$ cat config.mk
export PLATFORM = sky130hd
export DESIGN_NAME = spram_arbiter
export DESIGN_NICKNAME = d
export VERILOG_FILES = /design/src/rtl/spram_arbiter.sv
export SDC_FILE = /design/constraint.sdc
export NUM_CORES = 1
export LEC_CHECK = 0
export CAP_MARGIN = 20
export CORE_MARGIN = 1
export CORE_UTILIZATION = 39
export DETAILED_ROUTE_END_ITERATION = 10
export HOLD_SLACK_MARGIN = 0.06
export PLACE_DENSITY = 0.75
export SYNTH_ARGS = -nofsm -noshare
export SYNTH_HDL_FRONTEND = slang
export SYNTH_SLANG_ARGS = --single-unit
$ cat constraint.sdc
create_clock -name clock -period 2.3 [get_ports clock]
set_input_delay 0.575 -clock clock [delete_from_list [all_inputs] [get_ports clock]]
set_output_delay 0.575 -clock clock [all_outputs]
set_load 0.005 [all_outputs]
$ cat src/rtl/spram_arbiter.sv
// Shares one spram port between video scan-out (priority) and CPU; acks are combinational, command is registered, reads complete 3 cycles after ack.
// No backpressure beyond the grant itself: a requester holds its request until acked, and the CPU wins after MAX_STREAK consecutive video grants.
module spram_arbiter #(
    parameter int DATA_WIDTH    = 8,
    parameter int ADDRESS_WIDTH = 8,
    parameter int MAX_STREAK    = 4
) (
    input  logic                     clock,
    input  logic                     reset_n,

    input  logic                     vid_req,
    input  logic [ADDRESS_WIDTH-1:0] vid_address,
    output logic                     vid_ack,
    output logic                     vid_rvalid,
    output logic [DATA_WIDTH-1:0]    vid_rdata,

    input  logic                     cpu_req,
    input  logic                     cpu_we,
    input  logic [ADDRESS_WIDTH-1:0] cpu_address,
    input  logic [DATA_WIDTH-1:0]    cpu_data,
    output logic                     cpu_ack,
    output logic                     cpu_rvalid,
    output logic [DATA_WIDTH-1:0]    cpu_rdata,

    output logic [ADDRESS_WIDTH-1:0] ram_address,
    output logic [DATA_WIDTH-1:0]    ram_data,
    output logic                     ram_we,
    input  logic [DATA_WIDTH-1:0]    ram_q
);

    localparam logic OWNER_VID = 1'b0;
    localparam logic OWNER_CPU = 1'b1;

    typedef struct packed {
        logic vld;
        logic owner;
        logic is_read;
    } tag_t;

    logic [7:0] streak;
    logic       cpu_turn;
    tag_t       tag_s1;
    tag_t       tag_s2;
    logic       s2_vid_read;
    logic       s2_cpu_read;

    assign cpu_turn = (streak == 8'(MAX_STREAK));

    // Video wins ties until the CPU has watched MAX_STREAK video grants in a row.
    assign vid_ack = reset_n && vid_req && !(cpu_req && cpu_turn);
    assign cpu_ack = reset_n && cpu_req && (!vid_req || cpu_turn);

    assign s2_vid_read = tag_s2.vld && tag_s2.is_read && (tag_s2.owner == OWNER_VID);
    assign s2_cpu_read = tag_s2.vld && tag_s2.is_read && (tag_s2.owner == OWNER_CPU);

    always_ff @(posedge clock) begin
        if (!reset_n) begin
            streak      <= '0;
            ram_address <= '0;
            ram_data    <= '0;
            ram_we      <= 1'b0;
            tag_s1      <= '0;
            tag_s2      <= '0;
            vid_rvalid  <= 1'b0;
            vid_rdata   <= '0;
            cpu_rvalid  <= 1'b0;
            cpu_rdata   <= '0;
        end else begin
            if (!cpu_req || cpu_ack) begin
                streak <= '0;
            end else if (vid_ack && !cpu_turn) begin
                streak <= streak + 8'd1;
            end

            if (cpu_ack) begin
                ram_address <= cpu_address;
                ram_data    <= cpu_data;
                ram_we      <= cpu_we;
            end else if (vid_ack) begin
                ram_address <= vid_address;
                ram_we      <= 1'b0;
            end else begin
                ram_we      <= 1'b0;
            end

            tag_s1.vld     <= vid_ack || cpu_ack;
            tag_s1.owner   <= cpu_ack ? OWNER_CPU : OWNER_VID;
            tag_s1.is_read <= vid_ack || (cpu_ack && !cpu_we);
            tag_s2         <= tag_s1;

            // ram_q carries the data for the stage-2 tag; writes never complete.
            vid_rvalid <= s2_vid_read;
            cpu_rvalid <= s2_cpu_read;
            if (s2_vid_read) begin
                vid_rdata <= ram_q;
            end
            if (s2_cpu_read) begin
                cpu_rdata <= ram_q;
            end
        end
    end

endmodule

**Yosys cells after proc, flatten, opt, wreduce, memory -nomap -nowiden**

Index checks and enable logic that the tools add are counted.

- Register bits: 49
- Input port bits: 37
- Output and inout bits: 37
- Word-level logic and storage cells: 43

- Add/sub/neg operators: 1
- Equality and inequality tests: 1
- Muxes and demuxes: 3
- Bitwise gates (word level): 2
- Reduce and logical (&&, ||, !) cells: 22

Operator list:

| operator | count |
|---|---|
| $mux W8 | 2 |
| $logic_and A1 B1 Y1 | 10 |
| $add A8 B1 Y8 const B | 1 |
| $eq A8 B3 Y1 const B | 1 |
| $logic_not A1 Y1 | 5 |
| $logic_or A1 B1 Y1 | 4 |
| $not A1 Y1 | 2 |
| $reduce_and A2 Y1 | 1 |
| $reduce_bool A2 Y1 | 1 |
| $reduce_or A2 Y1 | 1 |
| $mux W1 | 1 |

**Depth between registers and ports, before layout**

Gate-level depths: netlist of run 1.

- Word-level depth: 6
- Gate-level depth with buffers: 7
- Gate-level depth less buffers: 5

**Worst setup path after synthesis of run 1**

No wires, ideal clock.

- Path type: register -> output
- From: register streak[0]
- To: output port cpu_ack
- Arrival time: 1.653 ns
- Data required time: 1.725 ns
- Setup slack: 0.072 ns
- Cell stages (with the launch flop): 8
- Path buffers: 2
- Cell sequence: dfxtp_1 > inv_1 > ha_1 > or4b_1 > buf_2 > o31a_1 > buf_6 > nor2_1

- Word-level cells in the longest chain between the ends: 3

RTL lines:

| item | RTL line | source |
|---|---|---|
| from (decl) | 40 | `logic [7:0] streak;` |
| from (signal assigned) | 72 | `streak <= streak + 8'd1;` |
| $eq A8 B3 Y1 | 47 | `assign cpu_turn = (streak == 8'(MAX_STREAK));` |
| $logic_or A1 B1 Y1 | 51 | `assign cpu_ack = reset_n && cpu_req && (!vid_req \|\| cpu_turn);` |
| $logic_and A1 B1 Y1 | 51 |  |
| to (decl) | 21 | `output logic cpu_ack,` |

Every way passes these cells.

**Worst setup path in the final report of run 1**

Same ends and word-level chain as after synthesis.

==> results by group, run 1 <==
Outcome
  – Status: complete, but fails checks
  – Failing checks: negative setup slack

Clock network
  – Clk_lat worst skew: ~0.30 ns
  – Clock tree from TritonCTS: yes
  – Clock Path Buffers: 2
  – H-tree depth: 2
  – CTS Buf Count: 5
  – Clock sinks: 49
  – Clock root cell: clkbuf_8
  – Clk slew on worst S/H paths: 0.09 ns

Synth
  – Mux contribution to synthesized area: 0.08101
  – Syn_nets: 254
  – Adder-cell share of the synthesized area: 0.01266
  – XOR/XNOR Fraction of Synth Area: 0.01329
  – Post-synthesis compound-gate area fraction: 0.1519
  – Synth area leaders: dfxtp_1, nand2_1, mux2i_1
  – Mean Syn Cell Area: slightly above 9 µm²
  – Synth cell types: 31
  – Seq cells post-synth: 49
  – Synth area leader: dfxtp_1
  – Syn Inst Count: approximately 220
  – Simple-Gate Fraction of Synth Area: 0.2044
  – Largest family of logic cells by synthesized area: simple AND/OR/NAND/NOR gates
  – Yosys top cell area share: 0.4962
  – Seq/Total Area, Yosys: 0.4962
  – Synthesized area: just under 0.002 mm²
  – Warnings from Yosys: 0

Final layout
  – Leading cell type in the layout, fill and taps excluded: clkdlybuf4s50_1
  – Commonest non-fill, non-tap cells in the layout: clkdlybuf4s50_1, nand2_1, dfxtp_1, nor2_1
  – Ant. Diodes: 0
  – Final Cell Area: 0.002997 mm²
  – Non-filler cells, final: around 370
  – Syn-to-layout area delta: 51.58%
  – Layout Nets: approximately 340
  – Fillcell total: 429
  – Layout cells sized above 1: 0.1333

STA
  – Final Hold Viols: 0
  – Final hold slack: about 0.45 ns
  – Final setup viols: 2
  – F_max: 0.4244 GHz
  – Minimum clock period: about 2.4 ns
  – Worst slew pin tran: 0.5837 ns
  – Worst slew margin: 0.6105
  – Slack of the critical path: -0.05602 ns
  – Max-slew violations: 0
  – RSZ-0062 raised after global routing: true
  – Clk_skew: 0.004009 ns
  – Period utilisation layout: 1.024

Routing
  – Router iterations before antenna repair: 4
  – DR vias/cell: 4.725
  – DRC violation total after the first TritonRoute iteration: 100
  – DRC Markers: 0
  – Post-route ant nets: 0
  – Drt total wl: 4516 µm
  – Via count: 1734
  – Drt wl/cell: about 12 µm

Setup path
  – CP Capture Point: cpu_ack
  – Worst Path Max Fanout: 2
  – Crit-path cells: inv_1, ha_1, or4b_4, o31a_1, nor2_1, buf_2
  – Largest stage delay, worst path: 0.48 ns
  – R2R Setup Slk: between 0.2 and 0.25 ns
  – R2R depth: 7
  – Worst Setup SP: streak[0]$_SDFFE_PP0P_
  – Type of element capturing the critical path: primary output
  – R2r startpoint: streak[0]$_SDFFE_PP0P_
  – Worst R2R End: streak[2]$_SDFFE_PP0P_
  – Critical-path top delay cell: or4b_4
  – Critical Path RT: roughly 1.7 ns
  – WP data arrival: 1.78 ns
  – Worst Path Class, Setup: flip-flop to primary output
  – Startpoint types: flip-flop

Floorplanning
  – Total Die Area: 0.005358 mm²
  – Initial Utilization: 0.4131
  – Core Region: about 0.0048 mm²
  – Die width: 73.20 µm
  – Rows: 25
  – Die Y: 73.20 µm
  – I/O Pins: 74

Power and ir drop
  – Power Density: 575.6 mW/mm²
  – Leakage: 1.182 nW
  – Power Total: 0.001725 W
  – Worst vdd ir: 0.2647 mV

Placement
  – GPL Wtd Cong: 0.7305
  – Inst Count DP: 358
  – Post-Place Cell Area: 0.002870 mm²
  – Detailed Place HPWL: 3217 µm
  – I/O Buffers: 73

Global routing
  – Largest net degree at the start of global routing: 25
  – First-pass GRT wire length: 7107 µm
  – Number of global-route vias before repair: 1552
  – Total gr overflow: 0
  – Initial antenna violation count: 0
  – Total global-route track usage: 0.1753

Min path
  – Worst hold stages: 1
  – Hold Crit Class: flip-flop to flip-flop

Run
  – Max cap viols: 0
==> worst min path at each step <==
stage	start	to
2_1_floorplan	tag_s1[0]$_SDFF_PN0_	tag_s2[0]$_SDFF_PN0_
3_3_place_gp	tag_s1[0]$_SDFF_PN0_	tag_s2[0]$_SDFF_PN0_
3_5_place_dp	tag_s1[1]$_SDFF_PN0_	tag_s2[1]$_SDFF_PN0_
4_1_cts	tag_s1[2]$_SDFF_PN0_	tag_s2[2]$_SDFF_PN0_
5_1_grt	tag_s1[2]$_SDFF_PN0_	tag_s2[2]$_SDFF_PN0_
6_report	tag_s1[1]$_SDFF_PN0_	tag_s2[1]$_SDFF_PN0_
==> cell type report <==
class / count / area (µm²) / share of cell area
Sequential cell: 49 / 980.9 / 0.3273
Multi-Input combinational cell: 147 / 923.4 / 0.3081
Timing Repair Buffer: 91 / 874.6 / 0.2919
Tap cell: 67 / 83.83 / 0.02797
Clock buffer: 5 / 68.82 / 0.02296
Clock inverter: 3 / 46.29 / 0.01545
Inverter: 5 / 18.77 / 0.006263
==> synthesized netlist by cell type (all sizes together) <==
cell type and count:
a21oi 12, and2 4, and3 2, buf 2, clkbuf 12, dfxtp 49
ha 2, inv 5, mux2i 16, nand2 50, nand2b 2, nand3 5
nand3b 1, nand4 1, nor2 18, nor3b 2, o2111ai 8, o211a 1
o211ai 8, o21ai 4, o22ai 1, o311ai 1, o31a 1, or3 3
or4b 1, or4bb 1, xnor2 1, xor2 2
==> stage by stage <==
step,util,setup slack [ns],TNS (ns)
after floorplan,-,0.07245,0
after global placement,0.5997,-0.5212,-0.6742
after detailed placement,0.5997,-0.5503,-0.8712
after CTS,0.6238,-0.07772,-0.1462
after global routing,0.6261,-0.1184,-0.2062
final,0.6261,-0.05602,-0.08543
==> metal layers <==
metal | wire length [µm] | GRT usage
met5 | 0 | 0
met4 | 99 | 0.08061
met3 | 270 | 0.05110
met2 | 2183 | 0.3014
met1 | 1963 | 0.1995
==> sequential cells by signal, summed over array words and instances (netlist names) <==
register     count
tag_s1           3
ram_data         8
ram_we           1
tag_s2           3
ram_address      8
cpu_rvalid       1
vid_rdata        8
streak           8
vid_rvalid       1
cpu_rdata        8
==> cells by family (layout without fill, tap and decap cells) <==
logic type | Yosys count | count (layout)
DFF | 49 | 49
muxes | 16 | 16
AOI/OAI and AO/OA | 36 | 36
adders and majority gates | 2 | 2
and+or+nand+nor | 90 | 90
buffers and inverters | 19 | 104
xor gates and xnor gates | 3 | 3
==> what timing repair did <==
| action | CTS | global route |
|---|---|---|
| buffers inserted | 0 | 1 |
| gates resized for setup | 12 | 1 |
| pin swaps | 4 | 0 |
| hold buffers | 0 | 0 |
| endpoints found under the setup margin | 2 | 2 |
==> report_power, final <==
part           internal (W)  total, W  switching [W]
logic              0.000133  0.000213      0.0000798
registers          0.000874  0.000887      0.0000124
clock network      0.000326  0.000625       0.000300
==> critical path, delay by kind of cell (launching register included) <==
kind	cells	cell delay (ns)
AO/OA/AOI/OAI	1	0.28
adder cells (fa/ha/maj)	1	0.14
buffers and inverters	2	0.18
flip-flops	1	0.32
AND/OR/NAND/NOR	2	0.57
Note: power is estimated with default switching activity, not from simulation.
==> run 2: changes to the inputs <==
--- a/config.mk
+++ b/config.mk
@@ -5,12 +5,14 @@
 export SDC_FILE = /design/constraint.sdc
 export NUM_CORES = 1
 export LEC_CHECK = 0
+export ABC_AREA = 1
 export CAP_MARGIN = 20
 export CORE_MARGIN = 1
-export CORE_UTILIZATION = 39
+export CORE_UTILIZATION = 47
 export DETAILED_ROUTE_END_ITERATION = 10
+export GPL_TIMING_DRIVEN = 0
 export HOLD_SLACK_MARGIN = 0.06
-export PLACE_DENSITY = 0.75
+export PLACE_DENSITY = 0.84
 export SYNTH_ARGS = -nofsm -noshare
 export SYNTH_HDL_FRONTEND = slang
 export SYNTH_SLANG_ARGS = --single-unit
==> constraint.sdc (replaced) <==
create_clock -name clock -period 2.8 [get_ports clock]
set_input_delay 0.7 -clock clock [delete_from_list [all_inputs] [get_ports clock]]
set_output_delay 0.7 -clock clock [all_outputs]
set_load 0.005 [all_outputs]
==> results by group, run 2 <==
Synth
  – Yosys top cell area share: 0.4937 (-0.002500)
  – Seq/Total Area, Yosys: 0.4937 (-0.002500)
  – Post-synth ARST share: 0 (unchanged)
  – Synth area leaders: dfxtp_1, nand2_1, inv_1
  – Syn_nets: 296 (+17%)
  – Count leader, synth: nand2_1
  – Synth cell types: 25 (-19%)
  – EDFF count, synth: 0 (unchanged)
  – Top post-synthesis cells by count: nand2_1, dfxtp_1, inv_1
  – Synthesized area: 0.001987 mm² (+0.51%)
  – Warnings from Yosys: 0 (unchanged)
  – Mean Syn Cell Area: 7.731 µm² (-16%)
  – Seq cells post-synth: 49 (unchanged)
  – Syn Inst Count: 257 (+20%)
  – Synth area leader: dfxtp_1
  – Ys flop type: dfxtp_1

Min path
  – Worst hold stages: 2 (+1)
  – Hold Crit Class: flip-flop to flip-flop

Routing
  – DRC violation total after the first TritonRoute iteration: 58 (-42%)
  – Router iterations before antenna repair: 4 (unchanged)
  – DR vias/cell: 4.691 (-0.73%)
  – DRC Markers: 0 (unchanged)
  – Post-route ant nets: 0 (unchanged)
  – Via count: 1834 (+5.8%)
  – Drt total wl: 4261 µm (-5.6%)
  – Drt wl/cell: 10.90 µm (-11%)

STA
  – Setup TNS: 0 ns (+0.08543 ns)
  – Period utilisation layout: 0.9703
  – F_max: about 0.37 GHz
  – Slack of the critical path: 0.08320 ns (+0.1392 ns)
  – Clk_skew: 0.008877 ns (+0.004868 ns)
  – Worst slew margin: 0.6912 (+0.08069)
  – RSZ-0062 raised after global routing: false
  – Minimum clock period: 2.717 ns
  – Final Hold Viols: 0 (unchanged)
  – Final setup viols: 0 (-2)
  – Worst slew pin tran: 0.4616 ns (-0.1221 ns)
  – Max-slew violations: 0 (unchanged)

Global routing
  – Total gr overflow: 0 (unchanged)
  – Initial antenna violation count: 0 (unchanged)
  – Total global-route track usage: 0.2019 (+0.02656)
  – First-pass GRT wire length: 6796 µm (-4.4%)
  – Number of global-route vias before repair: 1646 (+6.1%)
  – Largest net degree at the start of global routing: 15 (-40%)

Floorplanning
  – Core Region: 0.004029 mm² (-16%)
  – Rows: 23 (-8.0%)
  – Total Die Area: 0.004492 mm² (-16%)
  – I/O Pins: 74 (unchanged)
  – Die Y: 67.02 µm (-8.4%)
  – Die width: 67.02 µm (-8.4%)
  – Initial Utilization: 0.4932 (+0.08010)

Final layout
  – Non-filler cells, final: 391 (+6.5%)
  – Layout Nets: 379 (+12%)
  – Fillcell total: 331 (-23%)
  – Layout cells sized above 1: 0.09384 (-0.03949)
  – Sequential cell area: 980.9 µm² (unchanged)
  – Footprint of the multi-input gates: 785.8 µm² (-15%)
  – Ant. Diodes: 0 (unchanged)
  – Commonest non-fill, non-tap cells in the layout: clkdlybuf4s50_1, nand2_1, dfxtp_1, inv_1, nor2_1
  – Syn-to-layout area delta: 47.67%
  – Leading cell type in the layout, fill and taps excluded: clkdlybuf4s50_1

Power and ir drop
  – Worst vdd ir: 0.2075 mV (-22%)
  – Leakage: 1.315 nW (+11%)
  – Power Density: 491.1 mW/mm² (-15%)

Placement
  – I/O Buffers: 73 (unchanged)
  – Detailed Place HPWL: 3130 µm (-2.7%)
  – Inst Count DP: 380 (+6.1%)
  – GPL Wtd Cong: 0.7376 (+0.97%)
  – Place WS: -0.1812 ns (+0.3691 ns)

Setup path
  – Worst Path Class, Setup: input pin to primary output
  – R2R depth: 9 (+2)
  – Critical Path RT: 2.10 ns (+0.37 ns)
  – WP data arrival: 2.02 ns (+0.24 ns)
  – Startpoint types: input pin
  – Type of element capturing the critical path: primary output
  – Worst Path Max Fanout: 9 (+7)

Clock network
  – Clock Path Buffers: 2 (unchanged)
  – Clock sinks: 49 (unchanged)
  – CTS Buf Count: 5 (unchanged)
  – Clk slew on worst S/H paths: 0.09 ns (about the same)
  – Clk_lat worst skew: 0.30 ns (about the same)
  – Clock tree from TritonCTS: yes
  – # hold bufs at CTS: 0 (unchanged)
  – H-tree depth: 2 (unchanged)
  – Clock root cell: clkbuf_8

Outcome
  – Status: completed

Run
  – Max cap viols: 0 (unchanged)
[run 2: path summary, 6_finish.rpt]
check                    startpoint                        to  slack, ns
max reg2reg  streak[0]$_SDFFE_PP0P_  ram_data[5]$_SDFFE_PN0P_       1.33
min reg2reg    tag_s1[0]$_SDFF_PN0_      tag_s2[0]$_SDFF_PN0_       0.42
max                         reset_n                   cpu_ack       0.08
min            tag_s1[0]$_SDFF_PN0_      tag_s2[0]$_SDFF_PN0_       0.42
[run 2: metrics by stage]
step                      instance area, µm²  power (W)  utilization  hold WS [ns]
after floorplan                         1987  0.0008235            -        0.3905
after global placement                  2780  0.0009356       0.6901        0.3937
after detailed placement                2780  0.0009390       0.6901        0.3982
after CTS                               2917   0.001451       0.7239        0.4231
after global routing                    2934   0.001505       0.7283        0.4329
final                                   2934   0.001441       0.7283        0.4242
[run 2: layout make-up]
class                           count  share of cell area
Multi-Input combinational cell    159              0.2678
Clock buffer                        7             0.02942
Inverter                           42             0.05629
Buffer                              7             0.02345
Sequential cell                    49              0.3343
Clock inverter                      1             0.01023
Timing Repair Buffer               76              0.2571
Tap cell                           50             0.02132
[run 2: timing repair]
| action | in CTS | in global routing |
|---|---|---|
| setup endpoints to repair | 2 | 1 |
| gates resized for setup | 6 | 1 |
| pin swaps | 0 | 1 |
| setup buffers | 1 | 2 |
[run 2: metal layers]
metal / part of all wire / track usage / vias to the layer above
met5: 0 / 0 / -
met3: 0.042 / 0.04452 / 11
met1: 0.43 / 0.2214 / 811
met4: 0.026 / 0.1090 / 0
li1: - / - / 965
met2: 0.50 / 0.3550 / 47
[run 2: power breakdown]
part,internal (W),leakage (nW),switching (W)
Combinational,0.000114,0.856,0.0000744
Sequential,0.000725,0.400,0.0000147
Clock,0.000291,0.0585,0.000222
[run 2: worst max-delay path: stages]
cell and delay [ns]:
clkdlybuf4s50_1 0.50, nand2_1 0.09, inv_4 0.08, nand2_4 0.06, clkinv_4 0.09, clkdlybuf4s50_1 0.50
[run 2: cells by family (layout without fill, tap and decap cells)]
logic type	Yosys count	count (layout)	synth area share
buffers and inverters	49	133	0.1108
DFF	49	49	0.4937
adders and majority gates	2	2	0.01259
and+or+nand+nor	126	126	0.2960
AOI/OAI and AO/OA	30	30	0.08250
xor gates and xnor gates	1	1	0.004409
